===== config.mk =====
export PLATFORM = sky130hd
export DESIGN_NAME = pp_pipeline_accel_mac_pipe_flat
export DESIGN_NICKNAME = d
export VERILOG_FILES = /design/src/rtl/pp_pipeline_accel_mac_pkg.sv /design/src/rtl/pp_pipeline_accel_mac_pipe_if.sv /design/src/rtl/pp_pipeline_accel_mac_dsp_core.sv /design/src/rtl/pp_pipeline_accel_mac_pipe.sv /design/src/flat_wrapper.sv
export SDC_FILE = /design/constraint.sdc
export NUM_CORES = 1
export LEC_CHECK = 0
export CAP_MARGIN = 10
export CORE_ASPECT_RATIO = 1.75
export CORE_UTILIZATION = 57
export CTS_CLUSTER_SIZE = 12
export DETAILED_ROUTE_END_ITERATION = 10
export PLACE_DENSITY = 0.84
export SYNTH_ARGS = -nofsm -noshare
export SYNTH_HDL_FRONTEND = slang
export SYNTH_HIERARCHICAL = 1
export SYNTH_SLANG_ARGS = --single-unit

===== constraint.sdc =====
create_clock -name clk -period 5.1 [get_ports clk]
set_clock_uncertainty 0.05 [all_clocks]
set_input_delay 1.53 -clock clk [delete_from_list [all_inputs] [get_ports clk]]
set_output_delay 1.53 -clock clk [all_outputs]
set_load 0.005 [all_outputs]

===== src/rtl/pp_pipeline_accel_mac_pkg.sv =====
// Shared types and arithmetic helpers for the pre-processing MAC pipeline.
// The helpers work on a fixed 64-bit container so one set of functions serves every parameterisation.
package pp_pipeline_accel_mac_pkg;

  localparam int MAX_W = 64;

  typedef struct packed {
    logic valid;
    logic acc_en;
    logic acc_clr;
  } ctl_t;

  typedef struct packed {
    logic signed [MAX_W:0] val;
    logic                  sat;
  } sat_t;

  function automatic int prod_width(input int a_width, input int b_width);
    return a_width + b_width + 2;
  endfunction

  function automatic logic signed [MAX_W:0] out_max(input int out_width);
    logic signed [MAX_W:0] one;
    one = 1;
    return (one <<< (out_width - 1)) - one;
  endfunction

  function automatic logic signed [MAX_W:0] out_min(input int out_width);
    logic signed [MAX_W:0] one;
    one = 1;
    return -(one <<< (out_width - 1));
  endfunction

  // One guard bit above the container keeps the half-LSB add from wrapping.
  function automatic logic signed [MAX_W:0] round_shift(input logic signed [MAX_W-1:0] x,
                                                        input int shift);
    logic signed [MAX_W:0] xe;
    logic signed [MAX_W:0] one;
    one = 1;
    xe  = {x[MAX_W-1], x};
    if (shift > 0) xe = xe + (one <<< (shift - 1));
    return xe >>> shift;
  endfunction

  function automatic sat_t saturate(input logic signed [MAX_W:0] r, input int out_width);
    sat_t                  res;
    logic signed [MAX_W:0] hi;
    logic signed [MAX_W:0] lo;
    hi      = out_max(out_width);
    lo      = out_min(out_width);
    res.sat = 1'b1;
    if (r > hi)      res.val = hi;
    else if (r < lo) res.val = lo;
    else begin
      res.val = r;
      res.sat = 1'b0;
    end
    return res;
  endfunction

  function automatic bit params_ok(input int a_width, input int b_width, input int acc_width,
                                   input int shift, input int out_width, input int num_stage);
    return (a_width >= 1) && (b_width >= 1) && (acc_width >= a_width + b_width + 1) &&
           (acc_width <= MAX_W) && (shift >= 0) && (shift < acc_width) &&
           (out_width >= 2) && (out_width <= acc_width - shift) && (num_stage >= 3);
  endfunction

endpackage


===== src/rtl/pp_pipeline_accel_mac_pipe_if.sv =====
// Sample/result bundle of the MAC pipeline. There is no backpressure: a sample is taken on every
// rising edge where ce=1 and in_valid=1; a result is present on every cycle where out_valid=1.
interface pp_pipeline_accel_mac_pipe_if #(
  parameter int A_WIDTH   = 12,
  parameter int B_WIDTH   = 9,
  parameter int OUT_WIDTH = 21
);
  logic                        in_valid;
  logic [A_WIDTH-1:0]          a;
  logic [B_WIDTH-1:0]          b;
  logic                        acc_en;
  logic                        acc_clr;
  logic                        out_valid;
  logic signed [OUT_WIDTH-1:0] p;
  logic                        sat_flag;

  modport master (output in_valid, a, b, acc_en, acc_clr,
                  input  out_valid, p, sat_flag);
  modport slave  (input  in_valid, a, b, acc_en, acc_clr,
                  output out_valid, p, sat_flag);
endinterface


===== src/rtl/pp_pipeline_accel_mac_dsp_core.sv =====
// Operand, product and delay registers of the MAC, shaped to map onto a DSP block's A/B/M/P regs.
// Control bits ride alongside the product so every stage stays aligned under ce stalls.
module pp_pipeline_accel_mac_dsp_core
  import pp_pipeline_accel_mac_pkg::*;
#(
  parameter int A_WIDTH   = 12,
  parameter int B_WIDTH   = 9,
  parameter int A_SIGNED  = 0,
  parameter int B_SIGNED  = 1,
  parameter int ACC_WIDTH = 32,
  parameter int NUM_STAGE = 4
) (
  input  logic                        clk,
  input  logic                        reset_n,
  input  logic                        ce,
  input  logic                        in_valid,
  input  logic [A_WIDTH-1:0]          a,
  input  logic [B_WIDTH-1:0]          b,
  input  logic                        acc_en,
  input  logic                        acc_clr,
  output logic signed [ACC_WIDTH-1:0] prod_out,
  output ctl_t                        ctl_out
);
  localparam int PW  = prod_width(A_WIDTH, B_WIDTH);
  localparam int DLY = NUM_STAGE - 3;

  logic [A_WIDTH-1:0]          a_q;
  logic [B_WIDTH-1:0]          b_q;
  ctl_t                        ctl_s1;
  ctl_t                        ctl_s2;
  logic signed [A_WIDTH:0]     a_ext;
  logic signed [B_WIDTH:0]     b_ext;
  logic signed [PW-1:0]        prod;
  logic signed [ACC_WIDTH-1:0] prod_s2;

  // Widening by one bit lets unsigned and signed operands share one signed multiplier.
  always_comb begin
    a_ext = {(A_SIGNED != 0) ? a_q[A_WIDTH-1] : 1'b0, a_q};
    b_ext = {(B_SIGNED != 0) ? b_q[B_WIDTH-1] : 1'b0, b_q};
    prod  = a_ext * b_ext;
  end

  always_ff @(posedge clk or negedge reset_n) begin
    if (!reset_n) begin
      a_q     <= '0;
      b_q     <= '0;
      ctl_s1  <= '0;
      prod_s2 <= '0;
      ctl_s2  <= '0;
    end else if (ce) begin
      a_q     <= a;
      b_q     <= b;
      ctl_s1  <= '{valid: in_valid, acc_en: acc_en, acc_clr: acc_clr};
      prod_s2 <= ACC_WIDTH'(prod);
      ctl_s2  <= ctl_s1;
    end
  end

  generate
    if (DLY == 0) begin : g_no_delay
      assign prod_out = prod_s2;
      assign ctl_out  = ctl_s2;
    end else begin : g_delay
      logic signed [ACC_WIDTH-1:0] prod_dl [DLY];
      ctl_t                        ctl_dl  [DLY];

      always_ff @(posedge clk or negedge reset_n) begin
        if (!reset_n) begin
          for (int i = 0; i < DLY; i++) begin
            prod_dl[i] <= '0;
            ctl_dl[i]  <= '0;
          end
        end else if (ce) begin
          prod_dl[0] <= prod_s2;
          ctl_dl[0]  <= ctl_s2;
          for (int i = 1; i < DLY; i++) begin
            prod_dl[i] <= prod_dl[i-1];
            ctl_dl[i]  <= ctl_dl[i-1];
          end
        end
      end

      assign prod_out = prod_dl[DLY-1];
      assign ctl_out  = ctl_dl[DLY-1];
    end
  endgenerate

endmodule


===== src/rtl/pp_pipeline_accel_mac_pipe.sv =====
// Parametrised multiply-accumulate for the pre-processing pipeline: DSP core followed by the
// accumulate, round-half-up shift and output saturation stage.
module pp_pipeline_accel_mac_pipe
  import pp_pipeline_accel_mac_pkg::*;
#(
  parameter int A_WIDTH   = 12,
  parameter int B_WIDTH   = 9,
  parameter int A_SIGNED  = 0,
  parameter int B_SIGNED  = 1,
  parameter int ACC_WIDTH = 32,
  parameter int SHIFT     = 0,
  parameter int OUT_WIDTH = 21,
  parameter int NUM_STAGE = 4
) (
  input logic                    clk,
  input logic                    reset_n,
  input logic                    ce,
  pp_pipeline_accel_mac_pipe_if.slave bus
);
  generate
    if (!params_ok(A_WIDTH, B_WIDTH, ACC_WIDTH, SHIFT, OUT_WIDTH, NUM_STAGE)) begin : g_bad_params
      $error("pp_pipeline_accel_mac_pipe: illegal parameter combination");
    end
  endgenerate

  logic signed [ACC_WIDTH-1:0] prod_d;
  ctl_t                        ctl_d;
  logic signed [ACC_WIDTH-1:0] acc;
  logic signed [ACC_WIDTH-1:0] acc_next;
  logic signed [MAX_W:0]       rounded;
  sat_t                        sres;

  pp_pipeline_accel_mac_dsp_core #(
    .A_WIDTH   (A_WIDTH),
    .B_WIDTH   (B_WIDTH),
    .A_SIGNED  (A_SIGNED),
    .B_SIGNED  (B_SIGNED),
    .ACC_WIDTH (ACC_WIDTH),
    .NUM_STAGE (NUM_STAGE)
  ) u_dsp_core (
    .clk      (clk),
    .reset_n  (reset_n),
    .ce       (ce),
    .in_valid (bus.in_valid),
    .a        (bus.a),
    .b        (bus.b),
    .acc_en   (bus.acc_en),
    .acc_clr  (bus.acc_clr),
    .prod_out (prod_d),
    .ctl_out  (ctl_d)
  );

  // Anything other than "accumulate without clear" restarts the sum from this product.
  always_comb begin
    acc_next = (ctl_d.acc_en && !ctl_d.acc_clr) ? acc + prod_d : prod_d;
    rounded  = round_shift(MAX_W'(acc_next), SHIFT);
    sres     = saturate(rounded, OUT_WIDTH);
  end

  always_ff @(posedge clk or negedge reset_n) begin
    if (!reset_n) begin
      acc           <= '0;
      bus.p         <= '0;
      bus.sat_flag  <= 1'b0;
      bus.out_valid <= 1'b0;
    end else if (ce) begin
      bus.out_valid <= ctl_d.valid;
      if (ctl_d.valid) begin
        acc          <= acc_next;
        bus.p        <= sres.val[OUT_WIDTH-1:0];
        bus.sat_flag <= sres.sat;
      end
    end
  end

endmodule


===== src/flat_wrapper.sv =====
// flat-port wrapper written by rule: the top's interface ports become plain ports
module pp_pipeline_accel_mac_pipe_flat import pp_pipeline_accel_mac_pkg::*;
#(
  parameter int A_WIDTH   = 12,
  parameter int B_WIDTH   = 9,
  parameter int A_SIGNED  = 0,
  parameter int B_SIGNED  = 1,
  parameter int ACC_WIDTH = 32,
  parameter int SHIFT     = 0,
  parameter int OUT_WIDTH = 21,
  parameter int NUM_STAGE = 4
)
  (clk, reset_n, ce, bus_in_valid, bus_a, bus_b, bus_acc_en, bus_acc_clr, bus_out_valid, bus_p, bus_sat_flag);
  pp_pipeline_accel_mac_pipe_if #(.A_WIDTH(A_WIDTH), .B_WIDTH(B_WIDTH), .OUT_WIDTH(OUT_WIDTH)) bus_i ();
  input logic clk;
  input logic reset_n;
  input logic ce;
  input wire logic [$bits(bus_i.in_valid)-1:0] bus_in_valid;
  input wire logic [$bits(bus_i.a)-1:0] bus_a;
  input wire logic [$bits(bus_i.b)-1:0] bus_b;
  input wire logic [$bits(bus_i.acc_en)-1:0] bus_acc_en;
  input wire logic [$bits(bus_i.acc_clr)-1:0] bus_acc_clr;
  output wire logic [$bits(bus_i.out_valid)-1:0] bus_out_valid;
  output wire logic [$bits(bus_i.p)-1:0] bus_p;
  output wire logic [$bits(bus_i.sat_flag)-1:0] bus_sat_flag;
  assign bus_i.in_valid = bus_in_valid;
  assign bus_i.a = bus_a;
  assign bus_i.b = bus_b;
  assign bus_i.acc_en = bus_acc_en;
  assign bus_i.acc_clr = bus_acc_clr;
  assign bus_out_valid = bus_i.out_valid;
  assign bus_p = bus_i.p;
  assign bus_sat_flag = bus_i.sat_flag;
  pp_pipeline_accel_mac_pipe #(.A_WIDTH(A_WIDTH), .B_WIDTH(B_WIDTH), .A_SIGNED(A_SIGNED), .B_SIGNED(B_SIGNED), .ACC_WIDTH(ACC_WIDTH), .SHIFT(SHIFT), .OUT_WIDTH(OUT_WIDTH), .NUM_STAGE(NUM_STAGE)) u_core (.clk(clk), .reset_n(reset_n), .ce(ce), .bus(bus_i));
endmodule

# Yosys cells after proc, flatten, opt, wreduce, memory -nomap -nowiden
# Index checks and enable logic that the tools add are counted.
[totals]
output_inout_bits = 23
reg_bits = 129
input_bits = 27
[classes]
add_sub_neg = 1
muxes = 5
order_cmp = 2
reduce_logical = 3
n_mul = 1
[op_table]
columns = ["cell", "count"]
rows = [
  ["$mux W21", 2],
  ["$add A32 B22 Y32", 1],
  ["$gt A32 B21 Y1 const B", 1],
  ["$lt A32 B21 Y1 const B", 1],
  ["$mux W32", 1],
  ["$mul A13 B9 Y22", 1],
  ["$mux W1", 2],
  ["$reduce_and A2 Y1", 1],
  ["$logic_and A1 B1 Y1", 1],
  ["$logic_not A1 Y1", 1],
]

# Longest topological paths before layout
# Gate-level depths: netlist of run 1.
[logic_depth]
word_depth = 6
ltp_mapped = 18
depth_no_buf = 16

# Modules after synthesis
# Netlist of run 1, hierarchy kept.
[by_module_without_submodules]
columns = ["module", "seq_area_each_um2", "area_each_um2", "instances", "cells_per_inst"]
rows = [
  ["pp_pipeline_accel_mac_dsp_core", 1851.8, 6536.3, 1, 612],
  ["pp_pipeline_accel_mac_pipe", 1376.3, 4662.0, 1, 576],
]

# Worst setup path after synthesis of run 1
# OpenSTA, ideal clock, no wires.
[synth_path]
kind = "register -> register"
from = "register u_core.u_dsp_core.b_q[8]"
to = "register u_core/u_dsp_core/prod_s2[21] (netlist name)"
arrival_time_ps = 4601
required_time_ps = 4955
setup_ps = 95
path_stages_with_launch = 18
setup_slack_ps = 354
synth_period_minus_slack_ps = 4746
path_cell_list = "dfrtp_1 > clkbuf_1 > nor2b_1 > fa_1 > inv_1 > fa_1 > inv_1 > fa_1 > inv_1 > fa_1 > inv_1 > ha_1 > ha_1 > a21o_1 > nor2b_1 > o311ai_1 > a31oi_1 > o31ai_1"
[synth_between]
elab_chain_cells = 1
[synth_lines]
columns = ["item", "line", "text"]
rows = [
  ["from (decl)", "pp_pipeline_accel_mac_dsp_core.sv:28", "logic [B_WIDTH-1:0] b_q;"],
  ["from (signal assigned)", "pp_pipeline_accel_mac_dsp_core.sv:46", "b_q <= '0;"],
  ["from (signal assigned)", "pp_pipeline_accel_mac_dsp_core.sv:52", "b_q <= b;"],
  ["$mul A13 B9 Y22", "pp_pipeline_accel_mac_dsp_core.sv:40", "prod = a_ext * b_ext;"],
]
# No other way between the ends.
# A chain may end at the register's enable or synchronous reset.

# Worst setup path in the final report of run 1
[layout_path]
from = "register u_core.u_dsp_core.a_q[3]"
to = "register u_core.u_dsp_core.prod_s2[15]"
[layout_between]
elab_chain_cells = 1
[layout_lines]
columns = ["item", "line", "text"]
rows = [
  ["from (decl)", "pp_pipeline_accel_mac_dsp_core.sv:27", "logic [A_WIDTH-1:0] a_q;"],
  ["from (signal assigned)", "pp_pipeline_accel_mac_dsp_core.sv:45", "a_q <= '0;"],
  ["from (signal assigned)", "pp_pipeline_accel_mac_dsp_core.sv:51", "a_q <= a;"],
  ["$mul A13 B9 Y22", "pp_pipeline_accel_mac_dsp_core.sv:40", ""],
  ["to (signal assigned)", "pp_pipeline_accel_mac_dsp_core.sv:54", "prod_s2 <= ACC_WIDTH'(prod);"],
  ["to (decl)", "pp_pipeline_accel_mac_dsp_core.sv:34", "logic signed [ACC_WIDTH-1:0] prod_s2;"],
]
# No other way between the ends.

==> results of run 1 <==
[logic make-up (layout without fill, tap and decap cells)]
| kind of cell | Yosys count | in the layout | share of synthesized area, % |
|---|---|---|---|
| and+or+nand+nor | 386 | 386 | 16.60 |
| AOI/OAI and AO/OA | 246 | 246 | 15.81 |
| adders and majority gates | 164 | 164 | 23.15 |
| buffers and inverters | 164 | 192 | 6.391 |
| DFF | 129 | 129 | 28.83 |
| muxes | 68 | 68 | 6.793 |
| xor gates and xnor gates | 31 | 31 | 2.425 |
[per-layer routing]
layer	share of wire (%)	vias up	GRT usage (%)
li1	-	4131	-
met3	3.9	119	4.913
met4	6.9	0	21.23
met5	0	-	0
met1	36	4392	31.46
met2	53	307	52.99
[registers in the layout, indices dropped and copies added, names as in the netlist]
name	flops
u_core/acc	32
u_core/bus.out_valid	1
u_core/bus.p	21
u_core/bus.sat_flag	1
u_core/u_dsp_core/a_q	12
u_core/u_dsp_core/b_q	9
u_core/u_dsp_core/ctl_out	3
u_core/u_dsp_core/ctl_s1	3
u_core/u_dsp_core/ctl_s2	3
u_core/u_dsp_core/prod_out	22
u_core/u_dsp_core/prod_s2	22
[how the worst min path moves through the flow]
stage | start | to | cells past startpoint
after floorplan | u_core/acc[23] | u_core/acc[23] | 2
after global placement | u_core/acc[7] | u_core/acc[7] | 2
after detailed placement | u_core/bus.p[20] | u_core/bus.p[20] | 2
after CTS | u_core/acc[23] | u_core/acc[23] | 2
after global routing | u_core/bus.p[20] | u_core/bus.p[20] | 2
final | u_core/bus.p[20] | u_core/bus.p[20] | 2
[stage by stage]
step | hold WS, ns | instance area (um2) | setup slack, ns
3_5_place_dp | 0.4116 | 11780 | 0.07354
2_1_floorplan | 0.3928 | 11200 | 0.3536
6_report | 0.4203 | 12440 | 0.1658
3_3_place_gp | 0.4118 | 11780 | 0.2271
4_1_cts | 0.4265 | 12410 | 0.06728
5_1_grt | 0.4437 | 12440 | 0.004504
[layout make-up]
class	count	share of cell area, %
clock buffer	19	3.641
tap	241	2.424
inverter	88	2.656
sequential	129	26.05
multi-input combinational	895	58.39
timing repair buffer	73	5.382
clock inverter	12	1.449
[cells in the final DEF (no fill, tap or decap), drive strengths merged, types with 9 or more instances in the layout]
master         Yosys  layout
a21o              22      22
a211oi            14      14
a21oi             65      65
xor2              11      11
nand2            163     163
o21ai             54      54
buf               27      26
nor3              12      12
clkdlybuf4s50      0      47
ha                92      92
nand4             17      17
nand3             23      23
nor2              66      66
and2              54      54
dfrtp            129     129
a31oi             13      13
clkbuf            49      19
fa                72      72
xnor2             20      20
o2bb2ai            9       9
mux2              64      64
inv               87      90
nor2b             11      11
nand2b             9       9
[worst max-delay path: cells and delay by family (launching register included)]
family | cells | cell delay [ns]
multiplexers | 1 | 0.26
XOR/XNOR | 1 | 0.08
adder cells (fa/ha/maj) | 6 | 2.83
AND/OR/NAND/NOR | 1 | 0.21
buffers and inverters | 3 | 0.29
flip-flops | 1 | 0.48
AO/OA/AOI/OAI | 3 | 0.62
[repair_timing]
item | 4_1_cts | 5_1_grt
resized for setup | 0 | 12
endpoints found under the setup margin | 0 | 6
buffers inserted | 0 | 1
==> results_dict.tcl, run 1 <==
set metrics [dict create \
    core-area_um2 19200 \
    setup_violations 0 \
    avgSynthCellArea_um2 9.426 \
    slowest_stage "fa_1" \
    crit_path_end "u_core/u_dsp_core/prod_s2[15]" \
    drive_above_1_share_pct 13.90 \
    reg2reg_depth 15 \
    clock_sinks 129 \
    fin_util_pct 64.79 \
    tightest_slew_ns 1.114 \
    outcome "finished, final reports clean" \
    synth.most_common_cell "nand2_1" \
    grt_first_pass_wirelength_mm 46.37 \
    crit_type "reg -> reg" \
    path_cells "and2_1, fa_1, inv_1, fa_1, inv_1, fa_1, fa_1, fa_1, ha_1, a211oi_2, o211ai_2, buf_4, a31oi_2, xnor2_1, mux2_2" \
    critPathLaunchType "register" \
    rsz0062_at_grt "no" \
    final_hold_viol_count 0 \
    placementRows 67 \
    ys_ff_latch 129 \
    area_growth_pct 11.07 \
    clock.fmax_mhz 202.7 \
    final_cells 1457 \
    cp_max_fo 10 \
    fin_crit_ns 4.934 \
    gp_congestion 0.9786 \
    timing.critical_path.mode_cell "fa_1" \
    cts.hold.buffers_added 0 \
    ys_seq_area_share_pct 28.83 \
    reg2reg_from "u_core/u_dsp_core/a_q[3]" \
    place_inst 1425 \
    start_util_pct 58.33 \
    drtAntennaViolNets 0 \
    drt-total-wl_mm 28.45 \
    critPathLaunch "u_core/u_dsp_core/a_q[3]" \
    first_global_vias 9336 \
    timing.final.crit_share_pct 96.75 \
    clk_pin_slew_ns 0.06 \
    worstSkewPairLatency_ns 0.43 \
    tns_ns 0 \
    crit_arrival_ns 5.19 \
    die_y_um 187.4 \
    critPathCaptureType "register" \
    diodes 0 \
    synth-edff-count 0 \
    fillers 1539 \
    worstPathRequired_ns 5.36 \
    routed_via_density 6.142 \
    finalMaxSlewViolations 0 \
    antenna_found_initial 0 \
    seqCellArea_um2 3241 \
    grt_use_total_pct 29.98 \
    drtIter0Drc 521 \
    synthTopCellsByCount "nand2_1 (163), dfrtp_1 (129), ha_1 (92), inv_1 (87), fa_1 (72)" \
    dieArea_um2 20230 \
    max_cap_violations 0 \
    maxSlewHeadroom_pct 25.57 \
    dr.pass1.iters 5 \
    worstReg2RegEnd "u_core/u_dsp_core/prod_s2[15]" \
    dp_hpwl_mm 21.76 \
    htreeDepth 4 \
    synth_top_area_cell "dfrtp_1" \
    yosysUniqueCellTypes 85 \
    grt_max_degree 79 \
    synth_area_leaders "dfrtp_1 (29%), fa_1 (13%), ha_1 (10%)" \
    route.detailed.drc 0 \
    synthCells 1188 \
    clk_path_buf_depth 2 \
    ys.flop_type "dfrtp_1" \
    ys_warn_count 6 \
    cts_tree "built" \
    reg2reg_slack_ns 0.17 \
    vias 8949 \
    die_width_um 108.0 \
    max_stage_delay_ns 0.57 \
    final_nets 1395 \
    io_buffers 49 \
    min_path_type "reg -> reg" \
    syn_area_um2 11200 \
    numCtsBuffers 17 \
    overflow 0 \
    synthArstFlopShare_pct 100.0 \
    pin_count 50 \
    wire_per_inst_um 19.53 \
    cts_root_buf "clkbuf_16" \
    multi_input_area_um2 7263 \
    synth_top_area_share_pct 28.83 \
    synth_fp_nets 1379 \
]
Power of run 1 is not shown: default switching activity piles up to over one toggle a cycle in this logic, so the estimate is an artifact.
==> run 2: changes to the inputs <==
--- a/config.mk
+++ b/config.mk
@@ -6,7 +6,7 @@
 export NUM_CORES = 1
 export LEC_CHECK = 0
 export CAP_MARGIN = 10
-export CORE_ASPECT_RATIO = 1.75
+export CORE_ASPECT_RATIO = 0.5
 export CORE_UTILIZATION = 57
 export CTS_CLUSTER_SIZE = 12
 export DETAILED_ROUTE_END_ITERATION = 10
==> results_dict.tcl, run 2 (synthesis results as in run 1) <==
set metrics [dict create \
    final_cell_mix "nand2_1 (163), dfrtp_1 (119), ha_1 (90)" \
    worstReg2RegEnd "u_core/u_dsp_core/prod_s2[20]" \
    crit_arrival_ns 5.20 \
    final_hold_viol_count 0 \
    tightest_slew_ns 0.9735 \
    diodes 0 \
    core-area_um2 18830 \
    timing.final.crit_share_pct 97.21 \
    io_buffers 49 \
    first_global_vias 8869 \
    fin_util_pct 65.53 \
    dr_wl_met2_mm 12.84 \
    die_width_um 200.2 \
    grt_use_total_pct 28.13 \
    grt_first_pass_wirelength_mm 44.94 \
    drt-total-wl_mm 27.30 \
    dp_hpwl_mm 20.10 \
    largest-register "u_core/acc" \
    largest_reg_flops 32 \
    die_y_um 101.1 \
    finalMaxSlewViolations 0 \
    m1WireLength_mm 12.47 \
    overflow 0 \
    reg2reg_depth 16 \
    vias 8882 \
    fin_crit_ns 4.958 \
    cp_max_fo 10 \
    maxSlewHeadroom_pct 34.94 \
    whs_endpoint "u_core/acc[23]" \
    final_nets 1384 \
    highest_layer "met4" \
    placementRows 35 \
    numCtsBuffers 17 \
    whs_path_depth 2 \
    cts_tree "built" \
    cts_root_buf "clkbuf_16" \
    antenna_found_initial 0 \
    clk_path_buf_depth 2 \
    start_util_pct 59.47 \
    reg2reg_from "u_core/u_dsp_core/a_q[7]" \
    htreeDepth 4 \
    drive_above_1_share_pct 13.27 \
    area_growth_pct 10.20 \
    crit_type "reg -> reg" \
    drtIter0Drc 634 \
    clk_pin_slew_ns 0.06 \
    hp-start "u_core/acc[23]" \
    wire_per_inst_um 18.64 \
    dr.pass1.iters 5 \
    clock_sinks 129 \
    grt_max_degree 91 \
    worstPathRequired_ns 5.35 \
    critPathCaptureType "register" \
    route.detailed.drc 0 \
    fillers 1451 \
    dieArea_um2 20240 \
    critPathLaunchType "register" \
    wl_met3_mm 1.442 \
    gp_congestion 0.9615 \
    routed_via_density 6.063 \
    outcome "finished, final reports clean" \
    pin_count 50 \
    final_common_cell "nand2_1" \
    drtAntennaViolNets 0 \
    reg2reg_slack_ns 0.14 \
    worstSkewPairLatency_ns 0.43 \
    min_path_type "reg -> reg" \
    clock.fmax_mhz 201.7 \
    max_cap_violations 0 \
    setup_violations 0 \
]
==> run 2: stage by stage <==
| stage | TNS [ns] | setup WS [ns] | instances | hold slack, ns | area (um2) |
|---|---|---|---|---|---|
| floorplan | 0 | 0.3536 | 1188 | 0.3928 | 11200 |
| global placement | 0 | 0.2232 | 1433 | 0.4100 | 11740 |
| detailed placement | 0 | 0.08542 | 1433 | 0.4181 | 11740 |
| CTS | 0 | 0.04313 | 1465 | 0.4350 | 12320 |
| global route | -0.02090 | -0.01910 | 1465 | 0.4550 | 12340 |
| finish | 0 | 0.1425 | 1465 | 0.4302 | 12340 |
==> run 2: what timing repair did <==
action,in CTS,in global routing
endpoints found under the hold margin,0,0
setup endpoints to repair,0,7
hold buffers,0,0
resized for setup,0,13
buffers inserted,0,0
==> run 2: layout make-up <==
class | instances | area (um2) | share of cell area [%]
Clock inverter | 14 | 141.4 | 1.146
Sequential cell | 129 | 3241 | 26.26
Timing Repair Buffer | 62 | 595.6 | 4.826
Tap cell | 259 | 324.1 | 2.626
Multi-Input combinational cell | 895 | 7269 | 58.91
Inverter | 88 | 330.3 | 2.677
Clock buffer | 18 | 439.2 | 3.559
==> run 2: worst max-delay path by stage <==
| stage | from | endpoint | cells past startpoint |
|---|---|---|---|
| floorplan | u_core/u_dsp_core/b_q[8] | u_core/u_dsp_core/prod_s2[21] | 17 |
| global placement | u_core/u_dsp_core/b_q[7] | u_core/u_dsp_core/prod_s2[20] | 16 |
| detailed placement | u_core/u_dsp_core/b_q[5] | u_core/u_dsp_core/prod_s2[15] | 14 |
| CTS | u_core/u_dsp_core/b_q[7] | u_core/u_dsp_core/prod_s2[20] | 16 |
| global route | u_core/u_dsp_core/b_q[5] | u_core/u_dsp_core/prod_s2[21] | 14 |
| finish | u_core/u_dsp_core/a_q[7] | u_core/u_dsp_core/prod_s2[20] | 16 |
==> run 2: critical path, cell delays in order (launching register included) <==
cell     delay [ns]
dfrtp_1        0.51
and2_1         0.21
fa_1           0.50
inv_1          0.05
fa_1           0.54
inv_1          0.06
fa_1           0.53
inv_1          0.05
fa_1           0.53
inv_1          0.04
ha_1           0.18
ha_1           0.37
a21oi_2        0.29
nor2_1         0.10
o32ai_2        0.32
o21ai_0        0.16
a221o_1        0.32
==> run 2: layer usage <==
metal | GRT usage (%) | up-vias
met5 | 0 | -
met4 | 8.580 | 0
met3 | 5.204 | 58
met2 | 47.28 | 317
met1 | 37.54 | 4391
li1 | - | 4116
Power of run 2 is left out for the same reason.
